`src/rtl/nios1_pio_pkg.sv`:
```
// Shared constants, bus payload type and helpers for the parametrised Nios II input PIO.
package nios1_pio_pkg;

  localparam int unsigned DATA_W = 32;
  localparam int unsigned ADDR_W = 2;

  localparam logic [ADDR_W-1:0] ADDR_DATA = 2'd0;
  localparam logic [ADDR_W-1:0] ADDR_RSVD = 2'd1;
  localparam logic [ADDR_W-1:0] ADDR_MASK = 2'd2;
  localparam logic [ADDR_W-1:0] ADDR_EDGE = 2'd3;

  localparam int unsigned EDGE_RISE = 0;
  localparam int unsigned EDGE_FALL = 1;
  localparam int unsigned EDGE_ANY  = 2;

  typedef struct packed {
    logic              wr;
    logic [ADDR_W-1:0] addr;
    logic [DATA_W-1:0] data;
  } pio_req_t;

  // Debounce counter width: holds 0..n so it never wraps.
  function automatic int unsigned cnt_width(input int unsigned n);
    return (n < 1) ? 1 : $clog2(n + 1);
  endfunction

  // Pick which transitions count as captured edges.
  function automatic logic [DATA_W-1:0] sel_edges(input logic [DATA_W-1:0] rise,
                                                  input logic [DATA_W-1:0] fall,
                                                  input int unsigned       edge_type);
    logic [DATA_W-1:0] res;
    res = rise;
    case (edge_type)
      EDGE_RISE: res = rise;
      EDGE_FALL: res = fall;
      EDGE_ANY:  res = rise | fall;
      default:   res = rise;
    endcase
    return res;
  endfunction

endpackage

```
`src/rtl/nios1_pio_debounce.sv`:
```
// One-bit debouncer: the output follows the synchronised input only after it has held
// a new level for N consecutive clocks; N=0 is a plain register.
module nios1_pio_debounce
  import nios1_pio_pkg::*;
#(
  parameter int unsigned N = 0
) (
  input  logic clk,
  input  logic reset,
  input  logic i_sync,
  output logic o_stable
);

  logic r_stable;

  if (N == 0) begin : g_bypass
    always_ff @(posedge clk) begin
      if (reset) r_stable <= 1'b0;
      else       r_stable <= i_sync;
    end
  end else begin : g_filter
    localparam int unsigned CW = cnt_width(N);
    logic [CW-1:0] r_cnt;

    // Count consecutive clocks the input disagrees with the stable level.
    always_ff @(posedge clk) begin
      if (reset) begin
        r_cnt    <= '0;
        r_stable <= 1'b0;
      end else if (i_sync == r_stable) begin
        r_cnt <= '0;
      end else if (r_cnt == CW'(N - 1)) begin
        r_stable <= i_sync;
        r_cnt    <= '0;
      end else begin
        r_cnt <= r_cnt + CW'(1);
      end
    end
  end

  assign o_stable = r_stable;

endmodule

```
`src/rtl/nios1_pio_in_irq.sv`:
```
// Avalon-MM input PIO: synchronises and debounces inputs, captures edges per bit and
// raises a masked level interrupt.
module nios1_pio_in_irq
  import nios1_pio_pkg::*;
#(
  parameter int unsigned WIDTH           = 18,
  parameter int unsigned EDGE_TYPE       = 0,
  parameter int unsigned DEBOUNCE_CYCLES = 0,
  parameter logic [31:0] RESET_MASK      = 32'h0
) (
  input  logic              clk,
  input  logic              reset,
  input  logic [ADDR_W-1:0] address,
  input  logic              chipselect,
  input  logic              write_n,
  input  logic [DATA_W-1:0] writedata,
  input  logic [WIDTH-1:0]  in_port,
  output logic [DATA_W-1:0] readdata,
  output logic              irq
);

  logic [WIDTH-1:0]  r_sync1;
  logic [WIDTH-1:0]  r_sync2;
  logic [WIDTH-1:0]  r_prev;
  logic [WIDTH-1:0]  r_edge;
  logic [WIDTH-1:0]  r_mask;
  logic [DATA_W-1:0] r_rdata;

  logic [WIDTH-1:0]  w_stable;
  logic [WIDTH-1:0]  w_rise;
  logic [WIDTH-1:0]  w_fall;
  logic [WIDTH-1:0]  w_edges;
  logic [WIDTH-1:0]  w_clr;
  logic [DATA_W-1:0] w_rd_mux;
  pio_req_t          w_req;
  logic              w_unused;

  assign w_req = '{wr: chipselect & ~write_n, addr: address, data: writedata};
  // Write data above WIDTH is intentionally dropped.
  assign w_unused = ^w_req;

  // Two-flop synchroniser for the asynchronous inputs.
  always_ff @(posedge clk) begin
    if (reset) begin
      r_sync1 <= '0;
      r_sync2 <= '0;
    end else begin
      r_sync1 <= in_port;
      r_sync2 <= r_sync1;
    end
  end

  for (genvar gi = 0; gi < WIDTH; gi++) begin : g_bit
    nios1_pio_debounce #(
      .N(DEBOUNCE_CYCLES)
    ) u_debounce (
      .clk      (clk),
      .reset    (reset),
      .i_sync   (r_sync2[gi]),
      .o_stable (w_stable[gi])
    );
  end

  assign w_rise  = w_stable & ~r_prev;
  assign w_fall  = ~w_stable & r_prev;
  assign w_edges = WIDTH'(sel_edges(DATA_W'(w_rise), DATA_W'(w_fall), EDGE_TYPE));
  assign w_clr   = (w_req.wr && (w_req.addr == ADDR_EDGE)) ? w_req.data[WIDTH-1:0] : '0;

  // Read mux is sampled every clock regardless of chipselect.
  always_comb begin
    w_rd_mux = '0;
    case (address)
      ADDR_DATA: w_rd_mux = DATA_W'(w_stable);
      ADDR_RSVD: w_rd_mux = '0;
      ADDR_MASK: w_rd_mux = DATA_W'(r_mask);
      ADDR_EDGE: w_rd_mux = DATA_W'(r_edge);
      default:   w_rd_mux = '0;
    endcase
  end

  // A new edge outranks a same-cycle clear so no event is lost.
  always_ff @(posedge clk) begin
    if (reset) begin
      r_prev  <= '0;
      r_edge  <= '0;
      r_mask  <= WIDTH'(RESET_MASK);
      r_rdata <= '0;
    end else begin
      r_prev  <= w_stable;
      r_edge  <= w_edges | (r_edge & ~w_clr);
      r_rdata <= w_rd_mux;
      if (w_req.wr && (w_req.addr == ADDR_MASK)) begin
        r_mask <= w_req.data[WIDTH-1:0];
      end
    end
  end

  assign readdata = r_rdata;
  assign irq      = |(r_edge & r_mask);

endmodule

```
`config.mk`:
```
export PLATFORM = sky130hd
export DESIGN_NAME = nios1_pio_in_irq
export DESIGN_NICKNAME = d
export VERILOG_FILES = /design/src/rtl/nios1_pio_pkg.sv /design/src/rtl/nios1_pio_debounce.sv /design/src/rtl/nios1_pio_in_irq.sv
export SDC_FILE = /design/constraint.sdc
export NUM_CORES = 1
export LEC_CHECK = 0
export ABC_AREA = 1
export CORE_MARGIN = 2
export CORE_UTILIZATION = 63
export DETAILED_ROUTE_END_ITERATION = 8
export DONT_BUFFER_PORTS = 1
export HOLD_SLACK_MARGIN = 0.06
export PLACE_DENSITY = 0.81
export SLEW_MARGIN = 10
export SYNTH_ARGS = -nofsm -noshare
export SYNTH_HDL_FRONTEND = slang
export SYNTH_SLANG_ARGS = --single-unit
```
`constraint.sdc`:
```
create_clock -name clk -period 2.7 [get_ports clk]
set_clock_uncertainty 0.1 [all_clocks]
set_input_delay 0.54 -clock clk [delete_from_list [all_inputs] [get_ports clk]]
set_output_delay 0.54 -clock clk [all_outputs]
set_load 0.005 [all_outputs]
```
== Word level (Yosys, flattened, before mapping) ==
Cells that the tools add are included.

* Bits in registers: 140
* Bits of input ports: 56
* Output and inout bits: 33
* Word-level logic and storage cells: 41

* Equal/unequal tests: 3
* Muxes and demuxes: 2
* Bitwise gates (word level): 8
* Reductions and logical operators: 4

{| class="wikitable"
|+ Operators by type and width
! kind !! number
|-
| $pmux 32 s4 || 1
|-
| $and 18x18->18 || 3
|-
| $not 18->18 || 2
|-
| $mux 18 || 1
|-
| $or 18x18->18 || 1
|-
| $reduce_or 18->1 || 1
|-
| $eq 2x2->1 const B || 2
|-
| $eq 2x1->1 const B || 1
|-
| $logic_and 1x1->1 || 2
|-
| $logic_not 2->1 || 1
|-
| $and 1x1->1 || 1
|-
| $not 1->1 || 1
|}

== Logic depth before layout (Yosys ltp) ==
* Word-level depth: 7
* Mapped depth: 8
* Mapped depth without buffers: 7

== Hierarchy ==
From an unflattened synthesis, not the netlist that was laid out.

* Cells, all modules: 604
* Area, all modules: 4,610.7 sq um

{| class="wikitable"
|+ Modules (own cells, without submodules)
! module !! instances !! cells each !! area an instance (sq um) !! seq. area each (sq um)
|-
| nios1_pio_in_irq || 1 || 550 || 4,070.2 || 2,162.1
|-
| nios1_pio_debounce || 18 || 3 || 30.0 || 20.0
|}

== Worst setup path after synthesis ==
OpenSTA, ideal clock, no wires.

* Path kind: input port to flip-flop
* Start: input chipselect
* End: register r_mask[10]
* Setup time: 116 ps
* Arrival time: 1,179 ps
* Data required time: 2,484 ps
* Path slack: 1,305 ps
* Cell stages on the path: 6
* Path buffers: 1
* Path through: inv_1 nor2_8 nand2_8 buf_6 o21ai_0 nor2_1

* Word-level cells in the longest chain between the ends: 2

{| class="wikitable"
|+ RTL lines
! item !! RTL line !! text
|-
| from (decl) || nios1_pio_in_irq.sv:14 || <nowiki>input logic chipselect,</nowiki>
|-
| $and 1x1->1 || nios1_pio_in_irq.sv:38 || <nowiki>assign w_req = '{wr: chipselect & ~write_n, addr: address, data: writedata};</nowiki>
|-
| $logic_and 1x1->1 || nios1_pio_in_irq.sv:92 || <nowiki>if (w_req.wr && (w_req.addr == ADDR_MASK)) begin</nowiki>
|-
| to (signal assigned) || nios1_pio_in_irq.sv:86 || <nowiki>r_mask <= WIDTH'(RESET_MASK);</nowiki>
|-
| to (signal assigned) || nios1_pio_in_irq.sv:93 || <nowiki>r_mask <= w_req.data[WIDTH-1:0];</nowiki>
|-
| to (decl) || nios1_pio_in_irq.sv:26 || <nowiki>logic [WIDTH-1:0] r_mask;</nowiki>
|}

Every way passes these cells.
A chain may end at the register's enable or synchronous reset.

== Worst setup path in the final report ==
* Start: register r_edge[13]
* End: output irq

* Word-level cells in the longest chain between the ends: 2

{| class="wikitable"
|+ RTL lines
! item !! RTL line !! text
|-
| from (decl) || nios1_pio_in_irq.sv:25 || <nowiki>logic [WIDTH-1:0] r_edge;</nowiki>
|-
| from (signal assigned) || nios1_pio_in_irq.sv:90 || <nowiki>r_edge <= w_edges | (r_edge & ~w_clr);</nowiki>
|-
| $and 18x18->18 || nios1_pio_in_irq.sv:99 || <nowiki>assign irq = |(r_edge & r_mask);</nowiki>
|-
| $reduce_or 18->1 || nios1_pio_in_irq.sv:99 ||
|-
| to (decl) || nios1_pio_in_irq.sv:19 || <nowiki>output logic irq</nowiki>
|}

Every way passes these cells.

==> results summary <==
STA puts the critical path data required time at 2.06 ns. The mean area per synthesized cell came out at 7.74 µm². Leaving out fill and tap cells, the most frequent cells in the layout are sky130_fd_sc_hd__dfxtp_1 (126), sky130_fd_sc_hd__nand2_1 (119), sky130_fd_sc_hd__nor2_1 (116), sky130_fd_sc_hd__inv_1 (108), sky130_fd_sc_hd__nand3_1 (26).

The width of the die is 88.6 µm. The tree is rooted in a sky130_fd_sc_hd__clkbuf_8. After detailed routing, the total wire length is 9160 µm. The initial cell density of the core is 65.7%. The shortest period the worst path allows is 2.02 ns. The delay of the slowest cell on the worst path came out at 0.33 ns. The cell count of the worst reg-to-reg path came out at 4. After synthesis, the cell types taking the most area are sky130_fd_sc_hd__dfxtp_1 (56%), sky130_fd_sc_hd__nand2_1 (9.9%), sky130_fd_sc_hd__nor2_1 (9.7%).

The clock latency of the later-clocked register in the worst-skew pair came out at 0.52 ns. Counting along the longest clock path gives a buffer depth of 2. Derived from the worst setup path, the maximum achievable clock frequency is 494 MHz. The slowest cell on the critical path is sky130_fd_sc_hd__dfxtp_1. The height of the die is 88.6 µm.

The min-delay analysis places its worst path in the category primary input to flip-flop. For this design the ratio of total power to cell area is 875 nW/µm². The via count of the first global-routing pass came out at 3312.

The number of antenna diodes came out at 0. The summed instance area of the synthesized netlist is 4510 µm². For the final routed database, the setup TNS stands at 0 ns. Clock-pin slew was measured on the worst setup and hold paths at 0.06 ns. The register area came out at 2520 µm².

The startpoint identified for the worst register-to-register timing path is g_bit[5].u_debounce.o_stable. The first-pass GRT wire length is 14700 µm. The share of cells above drive strength 1 is 6.82%. The deepest level of the CTS H-tree came out at 4. The number of logic stages on the critical path including buffering is 6.

The critical path startpoint is r_edge[13]. The portion of synthesized cell area occupied by the leading cell type came out at 55.9%. Input and output buffers added on the ports amount to 0. The sort of element at the start of the critical path is a flip-flop. The total area of multi-input combinational cells came out at 1360 µm². The top cell family by delay on the critical path is simple AND/OR/NAND/NOR gates. The number of antenna violations at the first check in global routing came out at 0. The die area is 7850 µm². TritonCTS built the clock tree. Traced cell by cell, the critical path runs through nand2_1 > inv_1 > nor2_1 > nand2_1 > nor2_1 > nand2_1.

The tool flagged a number of max-cap violations equal to 0. The core footprint came out at 6870 µm². STA classifies the critical path endpoint as an output port. The setup fix buffers added after clock tree synthesis came out at 0. The largest net degree at the start of global routing came out at 73. The critical path start-end classification is flip-flop to output port. After detailed routing, the average wire length per cell comes to 12.9 µm. The standard-cell row count is 30. Data on the critical path arrives at its endpoint at 1.38 ns.

The number of setup violations in the final report came out at 0. The worst setup slack for register-to-register paths is 1.81 ns. The relative slew slack is 44.1%. After technology mapping, the gate count stands at 583. Compared with the post-synthesis result, the final layout area differs by 18.2%. The via count is 3489.

For this run, the number of Yosys warnings is 0. The flow ran to the end, and the final reports show no timing, DRC or antenna violations. The post-route worst setup slack is 0.676 ns. The detailed-route DRC error count is 0. The total half-perimeter wirelength after legalization and detailed placement came out at 4860 µm. Of all cell types, the one taking the most synthesized area is sky130_fd_sc_hd__dfxtp_1.

The most critical setup path has its endpoint at irq. The number of max-slew violations in the final report is 0. The first TritonRoute pass finished after 5 iterations.

Global routing used 25.3% of the available tracks across all layers. The via density per instance came out at 4.90. The number of ports placed on the die boundary is 89.

In this run, distinct cell masters in the synthesized netlist total 23. The worst-case IR drop observed on VDD is 0.675 mV. The number of fill cells came out at 453. The DRC marker count from the first detailed-route iteration came out at 390. The actual slew at the worst max-slew pin is 0.838 ns. The commonest non-fill, non-tap cell in the layout is sky130_fd_sc_hd__dfxtp_1.

The final critical path takes up 75.0% of the cycle. Setup repair after global routing left no endpoint under its margin. The weighted congestion at the end of routability-driven global placement is 0.833. Counting stages on the worst path, the most repeated cell is sky130_fd_sc_hd__nand2_1.

The standby leakage power came out at 2.48 nW. Of all nets on the critical path, the largest fanout is 3. In this run the critical register-to-register path is captured at r_edge[5].

The sum of overflow across all layers after global routing is 0. The synthesized design contains 126 register bits. The number of nets with antenna violations after routing came out at 0. The buffers plus inverters on the worst setup path came out at 1. In the final design database the tool counted 659 nets. The share of the Yosys chip area taken by registers is 55.9%. Buffers inserted during clock tree synthesis total 17. The post-placement worst setup slack came out at 0.923 ns. The number of sinks handled by clock tree synthesis came out at 126. The number of failing hold endpoints at the final stage came out at 0.
[worst min path at each step]
| stage | from | endpoint | slack, ns | cells past startpoint |
|---|---|---|---|---|
| after floorplan | r_sync2[0] | g_bit[0].u_debounce.o_stable | 0.29 | 2 |
| after global placement | r_sync2[5] | g_bit[5].u_debounce.o_stable | 0.29 | 2 |
| after detailed placement | r_sync1[7] | r_sync2[7] | 0.29 | 2 |
| after CTS | writedata[15] | r_mask[15] | 0.06 | 2 |
| after global routing | writedata[15] | r_mask[15] | 0.1 | 2 |
| final | writedata[15] | r_mask[15] | 0.09 | 2 |
[final cells by class]
type / instances / area share (%)
Inverter: 112 / 8.14
Sequential cell: 126 / 47.3
Clock inverter: 12 / 3.99
Multi-Input combinational cell: 325 / 25.5
Timing Repair Buffer: 21 / 4.27
Clock buffer: 20 / 8.54
Tap cell: 96 / 2.25
[state kept, by name, summed over array words and instances, names as in the netlist]
register	flops
readdata	18
r_sync2	18
r_edge	18
r_mask	18
g_bit.u_debounce.o_stable	18
r_sync1	18
r_prev	18
[Yosys cell counts, drive strengths merged]
library cell,n
nand2,122
nand3,26
nand4,1
dfxtp,126
nor2,118
o21ai,36
clkinv,1
inv,111
a31oi,8
buf,31
conb,1
clkbuf,2
[through the flow]
step / instances / total power [mW] / utilization [%] / hold slack (ns) / cell area, µm²
6_report: 712 / 4.66 / 77.6 / 0.0876 / 5330
2_1_floorplan: 596 / 2.13 / - / 0.288 / 4560
3_3_place_gp: 659 / 2.11 / 64.6 / 0.291 / 4440
4_1_cts: 712 / 4.68 / 77.6 / 0.0625 / 5330
3_5_place_dp: 659 / 2.12 / 64.6 / 0.292 / 4440
5_1_grt: 712 / 4.80 / 77.6 / 0.0963 / 5330
[report_power, final]
group          internal, mW  total [mW]  switching (mW)
Clock                  1.75        2.53           0.784
Combinational        0.0645       0.179           0.114
Sequential             1.92        1.95          0.0287
Total                  3.74        4.66           0.927
[worst register-to-register path, stage by stage (launching register included)]
cell,delay (ns)
sky130_fd_sc_hd__dfxtp_1,0.34
sky130_fd_sc_hd__inv_1,0.05
sky130_fd_sc_hd__nor2_1,0.12
sky130_fd_sc_hd__nand2_1,0.09
sky130_fd_sc_hd__o21ai_1,0.10
[timing repair]
action,CTS,global route
setup endpoints to repair,0,0
hold buffers,21,0
endpoints found under the hold margin,74,0
gates resized for setup,0,0
[per-layer routing]
layer | vias to the layer above | routed length, µm | global-route usage [%]
met1 | 1564 | 3620 | 28.1
li1 | 1736 | - | -
met5 | - | 0 | 0
met4 | 0 | 262 | 12.4
met2 | 156 | 4560 | 42.4
met3 | 33 | 706 | 9.89
[kinds of logic (layout without fill, tap and decap cells)]
kind of cell           after synthesis  count (layout)  synth area share, %
AO/OA/AOI/OAI                       44              44                 5.10
AND/OR/NAND/NOR                    267             267                 23.9
other                                1              14               0.0831
buffers and inverters              145             165                 15.0
flip-flops                         126             126                 55.9
(Power assumes the default switching activity.)
